### src/rtl/instr_loader.sv
// -----------------------------------------------------------------------------
// instr_loader
//   Writer side of the instruction-memory interface. Accepts a byte stream over
//   a valid/ready handshake, assembles big-endian 32-bit words and writes them
//   to consecutive word addresses starting at 0. Every written word's opcode is
//   checked against the set the main decoder supports.
//
// Ports
//   clk         rising-edge clock
//   reset       synchronous, active-high reset
//   start       1-cycle pulse, begins a new load (ignored unless idle)
//   byte_valid  byte_data valid
//   byte_data   stream byte, most significant byte of each word first
//   byte_last   qualifies byte_valid: final byte of the program
//   byte_ready  loader accepts a byte this cycle
//   imem_we     instruction-memory write strobe
//   imem_addr   word address for the write
//   imem_wdata  word to write
//   busy        high while loading or writing
//   done        1-cycle pulse when the load completes
//   word_count  words written in the current/last load
//   illegal_op  sticky: a written word had an unsupported opcode
//   overflow    sticky: memory filled before the stream finished
// -----------------------------------------------------------------------------
module instr_loader #(
  parameter int ADDR_W = 6
) (
  input  logic              clk,
  input  logic              reset,
  input  logic              start,
  input  logic              byte_valid,
  input  logic [7:0]        byte_data,
  input  logic              byte_last,
  output logic              byte_ready,
  output logic              imem_we,
  output logic [ADDR_W-1:0] imem_addr,
  output logic [31:0]       imem_wdata,
  output logic              busy,
  output logic              done,
  output logic [ADDR_W:0]   word_count,
  output logic              illegal_op,
  output logic              overflow
);

  typedef enum logic [1:0] {S_IDLE, S_LOAD, S_WRITE, S_DONE} state_t;

  localparam logic [ADDR_W-1:0] ADDR_MAX = '1;

  state_t            state_q, state_d;
  logic [1:0]        idx_q, idx_d;
  logic [ADDR_W-1:0] addr_q, addr_d;
  logic [31:0]       asm_q, asm_d;
  logic              last_q, last_d;
  logic [ADDR_W:0]   cnt_q, cnt_d;
  logic              ill_q, ill_d;
  logic              ovf_q, ovf_d;
  logic              byte_ready_q, byte_ready_d;
  logic              we_q, we_d;
  logic              busy_q, busy_d;
  logic              done_q, done_d;
  logic [31:0]       shifted;

  function automatic logic opcode_legal(input logic [5:0] op);
    case (op)
      6'b000000, 6'b001000, 6'b000100,
      6'b000010, 6'b100011, 6'b101011: opcode_legal = 1'b1;
      default:                         opcode_legal = 1'b0;
    endcase
  endfunction

  always_comb begin
    // NOTE: every signal gets its hold value first so no path leaves it
    // unassigned; that is what keeps this block from inferring latches.
    state_d = state_q;
    idx_d   = idx_q;
    addr_d  = addr_q;
    asm_d   = asm_q;
    last_d  = last_q;
    cnt_d   = cnt_q;
    ill_d   = ill_q;
    ovf_d   = ovf_q;
    shifted = {asm_q[23:0], byte_data};

    case (state_q)
      S_IDLE: begin
        if (start) begin
          addr_d  = '0;
          cnt_d   = '0;
          ill_d   = 1'b0;
          ovf_d   = 1'b0;
          idx_d   = '0;
          asm_d   = '0;
          last_d  = 1'b0;
          state_d = S_LOAD;
        end
      end
      S_LOAD: begin
        // byte_ready_q is exactly "state is LOAD", so it doubles as the accept term.
        if (byte_valid && byte_ready_q) begin
          idx_d = idx_q + 2'd1;
          asm_d = shifted;
          if (byte_last) begin
            // Short final word: push the received bytes to the top and zero-fill.
            // Stale bytes from the previous word shift out the top.
            case (idx_q)
              2'd0:    asm_d = {shifted[7:0],  24'h0};
              2'd1:    asm_d = {shifted[15:0], 16'h0};
              2'd2:    asm_d = {shifted[23:0], 8'h0};
              default: asm_d = shifted;
            endcase
            last_d  = 1'b1;
            state_d = S_WRITE;
          end else if (idx_q == 2'd3) begin
            state_d = S_WRITE;
          end
        end
      end
      S_WRITE: begin
        cnt_d = cnt_q + 1'b1;
        if (!opcode_legal(asm_q[31:26])) ill_d = 1'b1;
        idx_d = '0;
        // The address saturates at the top of memory instead of wrapping.
        if (addr_q != ADDR_MAX) addr_d = addr_q + 1'b1;
        if (last_q) begin
          state_d = S_DONE;
        end else if (addr_q == ADDR_MAX) begin
          ovf_d   = 1'b1;
          state_d = S_DONE;
        end else begin
          state_d = S_LOAD;
        end
      end
      S_DONE: state_d = S_IDLE;
      default: state_d = S_IDLE;
    endcase
  end

  // Strobes are registered from the next state so they line up with it.
  assign byte_ready_d = (state_d == S_LOAD);
  assign we_d         = (state_d == S_WRITE);
  assign busy_d       = (state_d == S_LOAD) || (state_d == S_WRITE);
  assign done_d       = (state_d == S_DONE);

  always_ff @(posedge clk) begin
    // NOTE: sequential state uses non-blocking assignments so every flop
    // samples pre-edge values regardless of statement order.
    if (reset) begin
      state_q      <= S_IDLE;
      idx_q        <= '0;
      addr_q       <= '0;
      asm_q        <= '0;
      last_q       <= 1'b0;
      cnt_q        <= '0;
      ill_q        <= 1'b0;
      ovf_q        <= 1'b0;
      byte_ready_q <= 1'b0;
      we_q         <= 1'b0;
      busy_q       <= 1'b0;
      done_q       <= 1'b0;
    end else begin
      state_q      <= state_d;
      idx_q        <= idx_d;
      addr_q       <= addr_d;
      asm_q        <= asm_d;
      last_q       <= last_d;
      cnt_q        <= cnt_d;
      ill_q        <= ill_d;
      ovf_q        <= ovf_d;
      byte_ready_q <= byte_ready_d;
      we_q         <= we_d;
      busy_q       <= busy_d;
      done_q       <= done_d;
    end
  end

  assign byte_ready = byte_ready_q;
  assign imem_we    = we_q;
  assign imem_addr  = addr_q;
  assign imem_wdata = asm_q;
  assign busy       = busy_q;
  assign done       = done_q;
  assign word_count = cnt_q;
  assign illegal_op = ill_q;
  assign overflow   = ovf_q;

endmodule

### config.mk
export PLATFORM = sky130hd
export DESIGN_NAME = instr_loader
export DESIGN_NICKNAME = d
export VERILOG_FILES = /design/src/rtl/instr_loader.sv
export SDC_FILE = /design/constraint.sdc
export NUM_CORES = 1
export LEC_CHECK = 0
export ABC_AREA = 1
export CAP_MARGIN = 40
export CORE_MARGIN = 3
export CORE_UTILIZATION = 30
export DETAILED_ROUTE_END_ITERATION = 10
export MAX_ROUTING_LAYER = met4
export PLACE_DENSITY = 0.64
export RECOVER_POWER = 100
export SLEW_MARGIN = 20
export SYNTH_ARGS = -nofsm -noshare
export SYNTH_HDL_FRONTEND = slang
export SYNTH_SLANG_ARGS = --single-unit
### constraint.sdc
create_clock -name clk -period 3.95 [get_ports clk]
set_input_delay 1.185 -clock clk [delete_from_list [all_inputs] [get_ports clk]]
set_output_delay 1.185 -clock clk [all_outputs]
set_load 0.005 [all_outputs]
==> flow_results.xml, run 1 <==
<?xml version="1.0" encoding="UTF-8"?>
<metrics>
  <group name="power">
    <metric name="power_leakage" unit="nW">1.46</metric>
    <metric name="sw_frac_of_total" unit="%">27.8</metric>
    <metric name="design_internal_power" unit="mW">0.758</metric>
    <metric name="pwr-share-comb" unit="%">14.3</metric>
    <metric name="ir_worst_vdd" unit="V">0.000139</metric>
    <metric name="clock_power_share" unit="%">28.8</metric>
    <metric name="total_power" unit="mW">1.05</metric>
    <metric name="net-switching-power" unit="mW">0.292</metric>
    <metric name="power.share.sequential" unit="%">56.9</metric>
    <metric name="power_density" unit="mW/mm2">290</metric>
  </group>
  <group name="global_routing">
    <metric name="overflow" unit="">0</metric>
    <metric name="grt_start_max_net_pins" unit="">41</metric>
    <metric name="grt_pass1_vias" unit="">2711</metric>
    <metric name="first_pass_grt_wire_length" unit="um">13600</metric>
    <metric name="met2_usage" unit="%">23.8</metric>
    <metric name="use_met1" unit="%">20.8</metric>
    <metric name="global_route.peak_usage_layer" unit="">met2</metric>
    <metric name="global_route.usage.met3" unit="%">2.53</metric>
    <metric name="track_usage" unit="%">15.4</metric>
    <metric name="grt_antenna_before_repair" unit="">0</metric>
  </group>
  <group name="timing">
    <metric name="timing.final.crit_period" unit="ns">3.03</metric>
    <metric name="fin_setup_tns" unit="ns">0</metric>
    <metric name="grt_setup_unrepaired" unit="">no</metric>
    <metric name="report.final.slew_viol_count" unit="">0</metric>
    <metric name="maxSlewHeadroom" unit="%">34.5</metric>
    <metric name="maxClockFrequency" unit="MHz">330</metric>
    <metric name="period_share" unit="%">76.6</metric>
    <metric name="finClkSkew" unit="ns">0.00761</metric>
    <metric name="max_slew.worst_pin.slew" unit="ns">0.979</metric>
    <metric name="number_of_hold_slack_violations_in_the_final_timing_report" unit="">0</metric>
    <metric name="setup_failing_eps_final" unit="">0</metric>
  </group>
  <group name="placement">
    <metric name="port_buffers" unit="">63</metric>
    <metric name="dp_cells" unit="">582</metric>
    <metric name="detailed_place.area" unit="mm2">0.00358</metric>
    <metric name="place.gp.congestion" unit="">0.809</metric>
    <metric name="place_hpwl" unit="um">5760</metric>
  </group>
  <group name="synthesis">
    <metric name="flops_latches_synth" unit="">56</metric>
    <metric name="synth_seq_area_share" unit="%">38.3</metric>
    <metric name="synth_enable_flop_cells" unit="">0</metric>
    <metric name="postSynthAreaPerCell" unit="um2">7.14</metric>
    <metric name="post-synth-top-count-cell" unit="">sky130_fd_sc_hd__nand2_1</metric>
    <metric name="postSynthCellCount" unit="">410</metric>
    <metric name="yosysWarningCount" unit="">0</metric>
    <metric name="synth_top_cell_by_area" unit="">sky130_fd_sc_hd__dfxtp_1</metric>
    <metric name="synth_cell_type_count" unit="">35</metric>
    <metric name="postSynthNetCount" unit="">432</metric>
    <metric name="synth.cell_area" unit="mm2">0.00293</metric>
    <metric name="yosys_most_used_dff" unit="">sky130_fd_sc_hd__dfxtp_1</metric>
    <metric name="synth.top_cells.by_area" unit="">sky130_fd_sc_hd__dfxtp_1, sky130_fd_sc_hd__nand2_1, sky130_fd_sc_hd__a21oi_1, sky130_fd_sc_hd__nand3_1, sky130_fd_sc_hd__o21ai_0</metric>
    <metric name="synth_top_cell_area_share" unit="%">38.3</metric>
    <metric name="async_flop_share" unit="%">0</metric>
    <metric name="list_of_most_frequent_post_synthesis_cells" unit="">sky130_fd_sc_hd__nand2_1, sky130_fd_sc_hd__dfxtp_1, sky130_fd_sc_hd__a21oi_1</metric>
  </group>
  <group name="clocking">
    <metric name="cts-hold-fix-buffers" unit="">0</metric>
    <metric name="cts-buffers-inserted" unit="">5</metric>
    <metric name="cts_max_path_buffers" unit="">2</metric>
    <metric name="clk_transition_reported_paths" unit="ns">0.10</metric>
    <metric name="gates_resized_cts_repair" unit="">0</metric>
    <metric name="cts_root_buf" unit="">sky130_fd_sc_hd__clkbuf_8</metric>
    <metric name="cts.repair_timing.setup_buffer_count" unit="">0</metric>
    <metric name="cts_tree" unit="">built</metric>
    <metric name="clkLatencyLatePin" unit="ns">0.31</metric>
    <metric name="clock_sink_count" unit="">56</metric>
    <metric name="cts_htree_levels" unit="">2</metric>
  </group>
  <group name="detailed_routing">
    <metric name="post-route-drc-count" unit="">0</metric>
    <metric name="detail_route.wirelength" unit="um">8220</metric>
    <metric name="post_drt_wl_per_cell" unit="um">14.0</metric>
    <metric name="routed-via-count" unit="">2930</metric>
    <metric name="drt_first_iter_violations" unit="">189</metric>
    <metric name="via_per_instance_ratio" unit="">4.97</metric>
    <metric name="first_pass_iters" unit="">5</metric>
    <metric name="number_of_nets_with_antenna_violations_after_detailed_routing" unit="">0</metric>
  </group>
  <group name="finish">
    <metric name="register_area" unit="mm2">0.00112</metric>
    <metric name="antenna_cells" unit="">0</metric>
    <metric name="nNetsFinal" unit="">482</metric>
    <metric name="final_core_utilization" unit="%">38.6</metric>
    <metric name="layout.cell_area.non_filler" unit="mm2">0.00362</metric>
    <metric name="finish.cell_count_without_fillers" unit="">589</metric>
    <metric name="final_layout_size_suffix_gt1_share" unit="%">4.35</metric>
    <metric name="multi_input_comb_area" unit="mm2">0.00148</metric>
    <metric name="synth_to_final_area_change" unit="%">23.6</metric>
    <metric name="fillerInstances" unit="">993</metric>
  </group>
  <group name="worst_setup_path">
    <metric name="setup.worst_path.start_class" unit="">primary input</metric>
    <metric name="type_of_element_capturing_the_critical_path" unit="">flip-flop</metric>
    <metric name="timing_worst_setup_path_type" unit="">in2reg</metric>
    <metric name="cp_data_arrival_time" unit="ns">3.21</metric>
    <metric name="required" unit="ns">4.14</metric>
    <metric name="largest_fanout_on_the_critical_path" unit="">24</metric>
  </group>
  <group name="floorplanning">
    <metric name="start_util" unit="%">31.2</metric>
    <metric name="design.die.area" unit="mm2">0.0110</metric>
    <metric name="die_h" unit="um">105</metric>
    <metric name="die_boundary_width" unit="um">105</metric>
    <metric name="io_pins" unit="">64</metric>
    <metric name="core_area" unit="mm2">0.00937</metric>
    <metric name="fp-row-count" unit="">35</metric>
  </group>
  <group name="status">
    <metric name="status" unit="">finished clean</metric>
  </group>
  <group name="hold_path">
    <metric name="hold_path_class" unit="">reg2reg</metric>
  </group>
  <group name="run">
    <metric name="max_cap_check_violation_count" unit="">0</metric>
  </group>
</metrics>
-- sequential cells by signal, summed over array words and instances, names as in the netlist, 2 cells and up --
signal	flops
imem_addr	6
imem_wdata	32
word_count	7
state_q	2
idx_q	2
-- cells by family after synthesis --
| family | Yosys count | synth area share, % |
|---|---|---|
| AND/OR/NAND/NOR | 192 | 29.9 |
| adder cells (fa/ha/maj) | 9 | 3.85 |
| flip-flops | 56 | 38.3 |
| buffers and inverters | 55 | 9.87 |
| AO/OA/AOI/OAI | 98 | 18.1 |
-- layer usage --
| metal | share of wire (%) | routed length (um) |
|---|---|---|
| met2 | 46 | 3820 |
| met5 | 0 | 0 |
| met1 | 46 | 3810 |
| met4 | 1.6 | 134 |
| met3 | 5.5 | 453 |
-- power groups by stage --
stage | sequential (mW) | clock [mW] | combinational [mW]
after floorplan | 0.608 | 0 | 0.105
after global placement | 0.611 | 0 | 0.160
after detailed placement | 0.611 | 0 | 0.161
after CTS | 0.598 | 0.313 | 0.162
after global routing | 0.600 | 0.330 | 0.168
final | 0.597 | 0.302 | 0.150
-- cell usage in the layout (no fill, tap or decap) --
cell type / netlist / routed
sky130_fd_sc_hd__a21oi_1: 54 / 54
sky130_fd_sc_hd__a22oi_1: 1 / 1
sky130_fd_sc_hd__buf_4: 1 / 2
sky130_fd_sc_hd__clkbuf_1: 7 / 1
sky130_fd_sc_hd__clkbuf_8: 0 / 5
sky130_fd_sc_hd__clkdlybuf4s50_1: 0 / 9
sky130_fd_sc_hd__clkinv_2: 0 / 1
sky130_fd_sc_hd__dfxtp_1: 56 / 56
sky130_fd_sc_hd__dlygate4sd3_1: 0 / 54
sky130_fd_sc_hd__ha_1: 9 / 9
sky130_fd_sc_hd__inv_1: 28 / 28
sky130_fd_sc_hd__inv_2: 3 / 3
sky130_fd_sc_hd__inv_4: 1 / 1
sky130_fd_sc_hd__inv_6: 1 / 1
sky130_fd_sc_hd__nand2_1: 100 / 101
sky130_fd_sc_hd__nand2_4: 1 / 1
sky130_fd_sc_hd__nand2_8: 1 / 1
sky130_fd_sc_hd__nand3_1: 35 / 36
sky130_fd_sc_hd__nand3b_1: 1 / 1
sky130_fd_sc_hd__nand3b_2: 1 / 1
sky130_fd_sc_hd__nand4_1: 11 / 11
sky130_fd_sc_hd__nor2_1: 34 / 35
sky130_fd_sc_hd__nor2_2: 1 / 2
sky130_fd_sc_hd__nor3_1: 1 / 1
sky130_fd_sc_hd__nor4_1: 1 / 1
sky130_fd_sc_hd__o211ai_1: 8 / 8
sky130_fd_sc_hd__o21ai_0: 31 / 32
sky130_fd_sc_hd__o21ai_1: 2 / 1
sky130_fd_sc_hd__o21bai_1: 1 / 1
sky130_fd_sc_hd__o21bai_4: 1 / 1
sky130_fd_sc_hd__or2_2: 1 / 1
-- through the flow --
step | hold slack (ns) | setup WS, ns
3_5_place_dp | 0.458 | 1.19
6_report | 0.466 | 0.922
3_3_place_gp | 0.459 | 1.21
4_1_cts | 0.471 | 1.48
5_1_grt | 0.494 | 0.716
2_1_floorplan | 0.447 | 1.78
-- cell type report --
cell class	count	share of cell area, %
Clock inverter	1	0.138
Tap cell	129	4.46
Sequential cell	56	31.0
Inverter	33	3.63
Timing Repair Buffer	65	17.8
Multi-Input combinational cell	299	40.9
Clock buffer	6	2.01
-- worst max-delay path, stage by stage --
cell,delay (ns)
sky130_fd_sc_hd__dlygate4sd3_1,0.52
sky130_fd_sc_hd__nand2_1,0.07
sky130_fd_sc_hd__nor2_1,0.76
sky130_fd_sc_hd__nor2_2,0.43
sky130_fd_sc_hd__nand2_1,0.16
sky130_fd_sc_hd__a21oi_1,0.08
-- path summary, 6_finish.rpt --
| kind | startpoint | end | slack (ns) | cells past startpoint |
|---|---|---|---|---|
| min reg2reg | imem_wdata[25] | imem_wdata[25] | 0.47 | 2 |
| max reg2reg | state_q[0] | imem_wdata[6] | 1.86 | 5 |
| max | byte_valid | imem_wdata[6] | 0.92 | 6 |
| min | imem_wdata[25] | imem_wdata[25] | 0.47 | 2 |
(Power assumes the default switching activity.)
==> inputs of run 2 (changes only) <==
clock period = 3.1 ns   (was 3.95 ns; I/O delays follow)
==> run 2 against run 1 <==
  * Clock power increased by 34%
  * Non-clock buffer count is 1 higher
  * Highest routed layer unchanged
  * First-iteration DRC count increased by 37%
  * Cell count rose by 0.17%
  * Routed wire length is 1.4% higher
==> flow_results.xml, run 2 (synthesized netlist as in run 1, its figures left out) <==
<?xml version="1.0" encoding="UTF-8"?>
<metrics>
  <group name="worst_setup_path">
    <metric name="critPathMaxStageDelay" unit="ns">0.55</metric>
    <metric name="r2r.worst_path.cells" unit="">6</metric>
    <metric name="required" unit="ns">3.36</metric>
    <metric name="largest_fanout_on_the_critical_path" unit="">24</metric>
    <metric name="worst_path_max_delay_cell" unit="">sky130_fd_sc_hd__dlygate4sd3_1</metric>
    <metric name="critical_path.cell_chain" unit="">dlygate4sd3_1 &gt; nand3_1 &gt; inv_1 &gt; nor2_4 &gt; nand2_1 &gt; a21oi_1</metric>
    <metric name="setup.worst_path.start_class" unit="">primary input</metric>
    <metric name="type_of_element_capturing_the_critical_path" unit="">flip-flop</metric>
    <metric name="cp_data_arrival_time" unit="ns">2.70</metric>
    <metric name="timing_worst_setup_path_type" unit="">in2reg</metric>
  </group>
  <group name="power">
    <metric name="power_density" unit="mW/mm2">373</metric>
    <metric name="design_internal_power" unit="mW">0.966</metric>
    <metric name="ir_worst_vdd" unit="V">0.000179</metric>
    <metric name="power.share.sequential" unit="%">56.0</metric>
    <metric name="net-switching-power" unit="mW">0.394</metric>
    <metric name="power_leakage" unit="nW">1.49</metric>
    <metric name="clock_power_share" unit="%">29.7</metric>
    <metric name="sw_frac_of_total" unit="%">28.9</metric>
    <metric name="pwr-share-comb" unit="%">14.3</metric>
  </group>
  <group name="floorplanning">
    <metric name="design.die.area" unit="mm2">0.0110</metric>
    <metric name="core_area" unit="mm2">0.00937</metric>
    <metric name="fp-row-count" unit="">35</metric>
    <metric name="die_boundary_width" unit="um">105</metric>
    <metric name="start_util" unit="%">31.2</metric>
    <metric name="die_h" unit="um">105</metric>
    <metric name="io_pins" unit="">64</metric>
  </group>
  <group name="global_routing">
    <metric name="track_usage" unit="%">15.7</metric>
    <metric name="overflow" unit="">0</metric>
    <metric name="grt_start_max_net_pins" unit="">41</metric>
    <metric name="first_pass_grt_wire_length" unit="um">13700</metric>
    <metric name="grt_antenna_before_repair" unit="">0</metric>
    <metric name="grt_pass1_vias" unit="">2676</metric>
  </group>
  <group name="detailed_routing">
    <metric name="post_drt_wl_per_cell" unit="um">14.1</metric>
    <metric name="post-route-drc-count" unit="">0</metric>
    <metric name="drt_first_iter_violations" unit="">259</metric>
    <metric name="via_per_instance_ratio" unit="">4.92</metric>
    <metric name="routed-via-count" unit="">2901</metric>
    <metric name="detail_route.wirelength" unit="um">8330</metric>
    <metric name="first_pass_iters" unit="">5</metric>
    <metric name="number_of_nets_with_antenna_violations_after_detailed_routing" unit="">0</metric>
  </group>
  <group name="finish">
    <metric name="antenna_cells" unit="">0</metric>
    <metric name="mostFrequentLayoutCell" unit="">sky130_fd_sc_hd__nand2_1</metric>
    <metric name="nNetsFinal" unit="">483</metric>
    <metric name="synth_to_final_area_change" unit="%">24.6</metric>
    <metric name="final_cell_mix" unit="">sky130_fd_sc_hd__nand2_1, sky130_fd_sc_hd__dfxtp_1, sky130_fd_sc_hd__a21oi_1, sky130_fd_sc_hd__dlygate4sd3_1, sky130_fd_sc_hd__nand3_1</metric>
    <metric name="final_layout_size_suffix_gt1_share" unit="%">4.56</metric>
    <metric name="fillerInstances" unit="">996</metric>
    <metric name="largest_register_ffs" unit="">32</metric>
  </group>
  <group name="timing">
    <metric name="number_of_hold_slack_violations_in_the_final_timing_report" unit="">0</metric>
    <metric name="timing.final.crit_period" unit="ns">2.44</metric>
    <metric name="fin_worst_setup_slack" unit="ns">0.659</metric>
    <metric name="period_share" unit="%">78.7</metric>
    <metric name="whs" unit="ns">0.463</metric>
    <metric name="setup_failing_eps_final" unit="">0</metric>
    <metric name="finClkSkew" unit="ns">0.0152</metric>
    <metric name="fin_setup_tns" unit="ns">0</metric>
    <metric name="maxClockFrequency" unit="MHz">410</metric>
    <metric name="maxSlewHeadroom" unit="%">43.2</metric>
    <metric name="grt_setup_unrepaired" unit="">no</metric>
    <metric name="report.final.slew_viol_count" unit="">0</metric>
    <metric name="max_slew.worst_pin.slew" unit="ns">0.852</metric>
  </group>
  <group name="clocking">
    <metric name="cts_htree_levels" unit="">2</metric>
    <metric name="clkLatencyLatePin" unit="ns">0.32</metric>
    <metric name="clk_transition_reported_paths" unit="ns">0.11</metric>
    <metric name="cts_tree" unit="">built</metric>
    <metric name="cts-hold-fix-buffers" unit="">0</metric>
    <metric name="cts_max_path_buffers" unit="">2</metric>
    <metric name="cts.repair_timing.setup_buffer_count" unit="">0</metric>
    <metric name="cts_root_buf" unit="">sky130_fd_sc_hd__clkbuf_8</metric>
    <metric name="cts-buffers-inserted" unit="">5</metric>
    <metric name="clock_sink_count" unit="">56</metric>
    <metric name="gates_resized_cts_repair" unit="">0</metric>
  </group>
  <group name="placement">
    <metric name="place_hpwl" unit="um">5820</metric>
    <metric name="port_buffers" unit="">63</metric>
    <metric name="placement.setup.worst_slack" unit="ns">0.585</metric>
    <metric name="place.gp.congestion" unit="">0.839</metric>
  </group>
  <group name="hold_path">
    <metric name="hold_path_class" unit="">reg2reg</metric>
    <metric name="min_path_cells" unit="">2</metric>
  </group>
  <group name="status">
    <metric name="status" unit="">finished clean</metric>
  </group>
  <group name="run">
    <metric name="max_cap_check_violation_count" unit="">0</metric>
  </group>
</metrics>
[run 2: area by class of cell]
type,instances,area [um2],share of cell area (%)
Clock buffer,5,68.8,1.89
Inverter,33,131,3.60
Sequential cell,56,1120,30.7
Multi-Input combinational cell,299,1500,41.2
Clock inverter,2,12.5,0.343
Timing Repair Buffer,66,649,17.8
Tap cell,129,161,4.43
[run 2: power groups by stage]
| stage | logic, mW | clock network [mW] | registers, mW |
|---|---|---|---|
| floorplan | 0.134 | 0 | 0.774 |
| global route | 0.217 | 0.441 | 0.764 |
| CTS | 0.207 | 0.414 | 0.762 |
| global placement | 0.204 | 0 | 0.778 |
| finish | 0.195 | 0.404 | 0.761 |
| detailed placement | 0.206 | 0 | 0.778 |
[run 2: final timing paths]
check	startpoint	to	slack, ns
setup / recovery	start	imem_wdata[31]	0.66
hold / removal	illegal_op	illegal_op	0.46
setup reg to reg	idx_q[0]	imem_wdata[9]	1.32
hold reg to reg	illegal_op	illegal_op	0.46
[run 2: per-stage QoR]
step / power, mW / area, um2 / utilization [%] / instances
3_3_place_gp: 0.982 / 3580 / 38.3 / 583
3_5_place_dp: 0.984 / 3580 / 38.3 / 583
5_1_grt: 1.42 / 3650 / 38.9 / 590
6_report: 1.36 / 3650 / 38.9 / 590
4_1_cts: 1.38 / 3670 / 39.1 / 590
2_1_floorplan: 0.908 / 2930 / - / 410
[run 2: critical path, delay by kind of cell]
kind / cells / cell delay, ns
simple gates: 3 / 0.90
compound gates: 1 / 0.16
buf+inv: 2 / 0.71
[run 2: metal layers]
layer | up-vias | part of all wire [%] | global-route usage [%]
li1 | 1464 | - | -
met1 | 1313 | 46 | 20.9
met2 | 112 | 46 | 24.4
met3 | 12 | 6.3 | 2.78
met4 | 0 | 1.7 | 4.97
met5 | - | 0 | -
==> inputs of run 3 (changes only) <==
clock period = 2.5 ns   (was 3.1 ns; I/O delays follow)
==> run 3 against run 2 <==
  * Setup slack got worse by 0.35 ns
  * Flip-flop and latch count unchanged
  * Routed wire length increased by 0.61%
  * Critical endpoint is now imem_wdata[5]
==> flow_results.xml, run 3 (synthesized netlist as in run 1, its figures left out) <==
<?xml version="1.0" encoding="UTF-8"?>
<metrics>
  <group name="hold_path">
    <metric name="min_path_cells" unit="">2</metric>
    <metric name="holdCritStartpoint" unit="">illegal_op</metric>
    <metric name="hold_path_class" unit="">reg2reg</metric>
  </group>
  <group name="finish">
    <metric name="synth_to_final_area_change" unit="%">26.3</metric>
    <metric name="largest_register_ffs" unit="">32</metric>
    <metric name="mostFrequentLayoutCell" unit="">sky130_fd_sc_hd__nand2_1</metric>
    <metric name="nNetsFinal" unit="">488</metric>
    <metric name="antenna_cells" unit="">0</metric>
    <metric name="final_core_utilization" unit="%">39.5</metric>
    <metric name="final_cell_mix" unit="">sky130_fd_sc_hd__nand2_1, sky130_fd_sc_hd__dfxtp_1, sky130_fd_sc_hd__a21oi_1, sky130_fd_sc_hd__dlygate4sd3_1, sky130_fd_sc_hd__nand3_1</metric>
    <metric name="final_layout_size_suffix_gt1_share" unit="%">5.58</metric>
  </group>
  <group name="timing">
    <metric name="max_slew.worst_pin.slew" unit="ns">0.789</metric>
    <metric name="maxSlewHeadroom" unit="%">47.4</metric>
    <metric name="timing.final.crit_period" unit="ns">2.19</metric>
    <metric name="fin_setup_tns" unit="ns">0</metric>
    <metric name="setup_failing_eps_final" unit="">0</metric>
    <metric name="fin_worst_setup_slack" unit="ns">0.306</metric>
    <metric name="period_share" unit="%">87.7</metric>
    <metric name="number_of_hold_slack_violations_in_the_final_timing_report" unit="">0</metric>
    <metric name="report.final.slew_viol_count" unit="">0</metric>
    <metric name="maxClockFrequency" unit="MHz">456</metric>
    <metric name="whs" unit="ns">0.463</metric>
    <metric name="finClkSkew" unit="ns">0.0145</metric>
    <metric name="grt_setup_unrepaired" unit="">no</metric>
  </group>
  <group name="clocking">
    <metric name="cts.repair_timing.setup_buffer_count" unit="">0</metric>
    <metric name="cts_max_path_buffers" unit="">2</metric>
    <metric name="clk_transition_reported_paths" unit="ns">0.10</metric>
    <metric name="cts_root_buf" unit="">sky130_fd_sc_hd__clkbuf_8</metric>
    <metric name="gates_resized_cts_repair" unit="">0</metric>
    <metric name="cts_tree" unit="">built</metric>
    <metric name="cts-hold-fix-buffers" unit="">0</metric>
    <metric name="cts_htree_levels" unit="">2</metric>
    <metric name="clkLatencyLatePin" unit="ns">0.31</metric>
    <metric name="clock_sink_count" unit="">56</metric>
    <metric name="cts-buffers-inserted" unit="">5</metric>
  </group>
  <group name="worst_setup_path">
    <metric name="largest_fanout_on_the_critical_path" unit="">24</metric>
    <metric name="cp_num_cells" unit="">7</metric>
    <metric name="timing_worst_setup_path_type" unit="">in2reg</metric>
    <metric name="regToRegSetupSlack" unit="ns">0.73</metric>
    <metric name="r2r.worst_path.cells" unit="">7</metric>
    <metric name="regToRegStartpoint" unit="">state_q[0]</metric>
    <metric name="type_of_element_capturing_the_critical_path" unit="">flip-flop</metric>
    <metric name="worst_path_max_delay_cell" unit="">sky130_fd_sc_hd__clkdlybuf4s50_1</metric>
    <metric name="crit_buf_inv" unit="">3</metric>
    <metric name="critical_path.cell_chain" unit="">clkdlybuf4s50_1 &gt; nand3_1 &gt; inv_1 &gt; nor2_4 &gt; clkbuf_2 &gt; nand2_1 &gt; a21oi_1</metric>
    <metric name="critPathLaunch" unit="">start</metric>
    <metric name="critPathMaxStageDelay" unit="ns">0.42</metric>
    <metric name="cp_data_arrival_time" unit="ns">2.42</metric>
    <metric name="worst_path_dominant_cell_family" unit="">buffers and inverters</metric>
    <metric name="setup.worst_path.start_class" unit="">primary input</metric>
    <metric name="required" unit="ns">2.73</metric>
  </group>
  <group name="placement">
    <metric name="placement.setup.worst_slack" unit="ns">0.176</metric>
    <metric name="place.gp.congestion" unit="">0.886</metric>
    <metric name="place_hpwl" unit="um">6030</metric>
    <metric name="port_buffers" unit="">63</metric>
  </group>
  <group name="global_routing">
    <metric name="overflow" unit="">0</metric>
    <metric name="grt_start_max_net_pins" unit="">28</metric>
    <metric name="track_usage" unit="%">16.0</metric>
    <metric name="first_pass_grt_wire_length" unit="um">14100</metric>
    <metric name="grt_pass1_vias" unit="">2828</metric>
    <metric name="grt_antenna_before_repair" unit="">0</metric>
  </group>
  <group name="status">
    <metric name="status" unit="">finished clean</metric>
  </group>
  <group name="floorplanning">
    <metric name="die_boundary_width" unit="um">105</metric>
    <metric name="design.die.area" unit="mm2">0.0110</metric>
    <metric name="core_area" unit="mm2">0.00937</metric>
    <metric name="fp-row-count" unit="">35</metric>
    <metric name="start_util" unit="%">31.2</metric>
    <metric name="io_pins" unit="">64</metric>
    <metric name="die_h" unit="um">105</metric>
  </group>
  <group name="run">
    <metric name="max_cap_check_violation_count" unit="">0</metric>
  </group>
  <group name="detailed_routing">
    <metric name="post-route-drc-count" unit="">0</metric>
    <metric name="routed-via-count" unit="">2973</metric>
    <metric name="number_of_nets_with_antenna_violations_after_detailed_routing" unit="">0</metric>
    <metric name="post_drt_wl_per_cell" unit="um">14.1</metric>
    <metric name="detail_route.wirelength" unit="um">8380</metric>
    <metric name="drt_first_iter_violations" unit="">217</metric>
    <metric name="first_pass_iters" unit="">5</metric>
    <metric name="via_per_instance_ratio" unit="">5.00</metric>
  </group>
  <group name="power">
    <metric name="power_leakage" unit="nW">1.52</metric>
    <metric name="power_density" unit="mW/mm2">467</metric>
    <metric name="ir_worst_vdd" unit="V">0.000222</metric>
  </group>
</metrics>
run 3: metrics by stage:
stage	instance area [um2]	power (mW)	std cells
final	3700	1.72	595
after global routing	3700	1.81	595
after CTS	3730	1.76	595
after detailed placement	3630	1.23	588
after global placement	3630	1.23	588
after floorplan	2930	1.13	410
run 3: worst paths after layout:
path	end
max	imem_wdata[5]
min	illegal_op
min reg2reg	illegal_op
max reg2reg	imem_wdata[5]
run 3: layout make-up:
cell class / count / area (um2)
Fill cell: 999 / 5670
Clock buffer: 7 / 96.3
Multi-Input combinational cell: 299 / 1500
Timing Repair Buffer: 71 / 684
Sequential cell: 56 / 1120
Inverter: 33 / 131
Tap cell: 129 / 161
run 3: layer usage:
| metal | GRT usage, % | routed length (um) | vias to the layer above |
|---|---|---|---|
| li1 | - | - | 1470 |
| met1 | 21.7 | 3990 | 1393 |
| met2 | 24.3 | 3830 | 98 |
| met3 | 2.29 | 403 | 12 |
| met4 | 6.00 | 153 | 0 |
| met5 | - | 0 | - |
run 3: tightest hold or removal path: stages, from the launching register on:
cell	delay [ns]
sky130_fd_sc_hd__dfxtp_1	0.32
sky130_fd_sc_hd__nand2_1	0.06
sky130_fd_sc_hd__nand2_1	0.05
run 3: where the power goes:
| group | switching, mW | leakage, nW | total, mW | internal (mW) |
|---|---|---|---|---|
| registers | 0.0268 | 0.454 | 0.944 | 0.918 |
| logic | 0.155 | 1.02 | 0.248 | 0.0931 |
| clock network | 0.285 | 0.0503 | 0.533 | 0.248 |
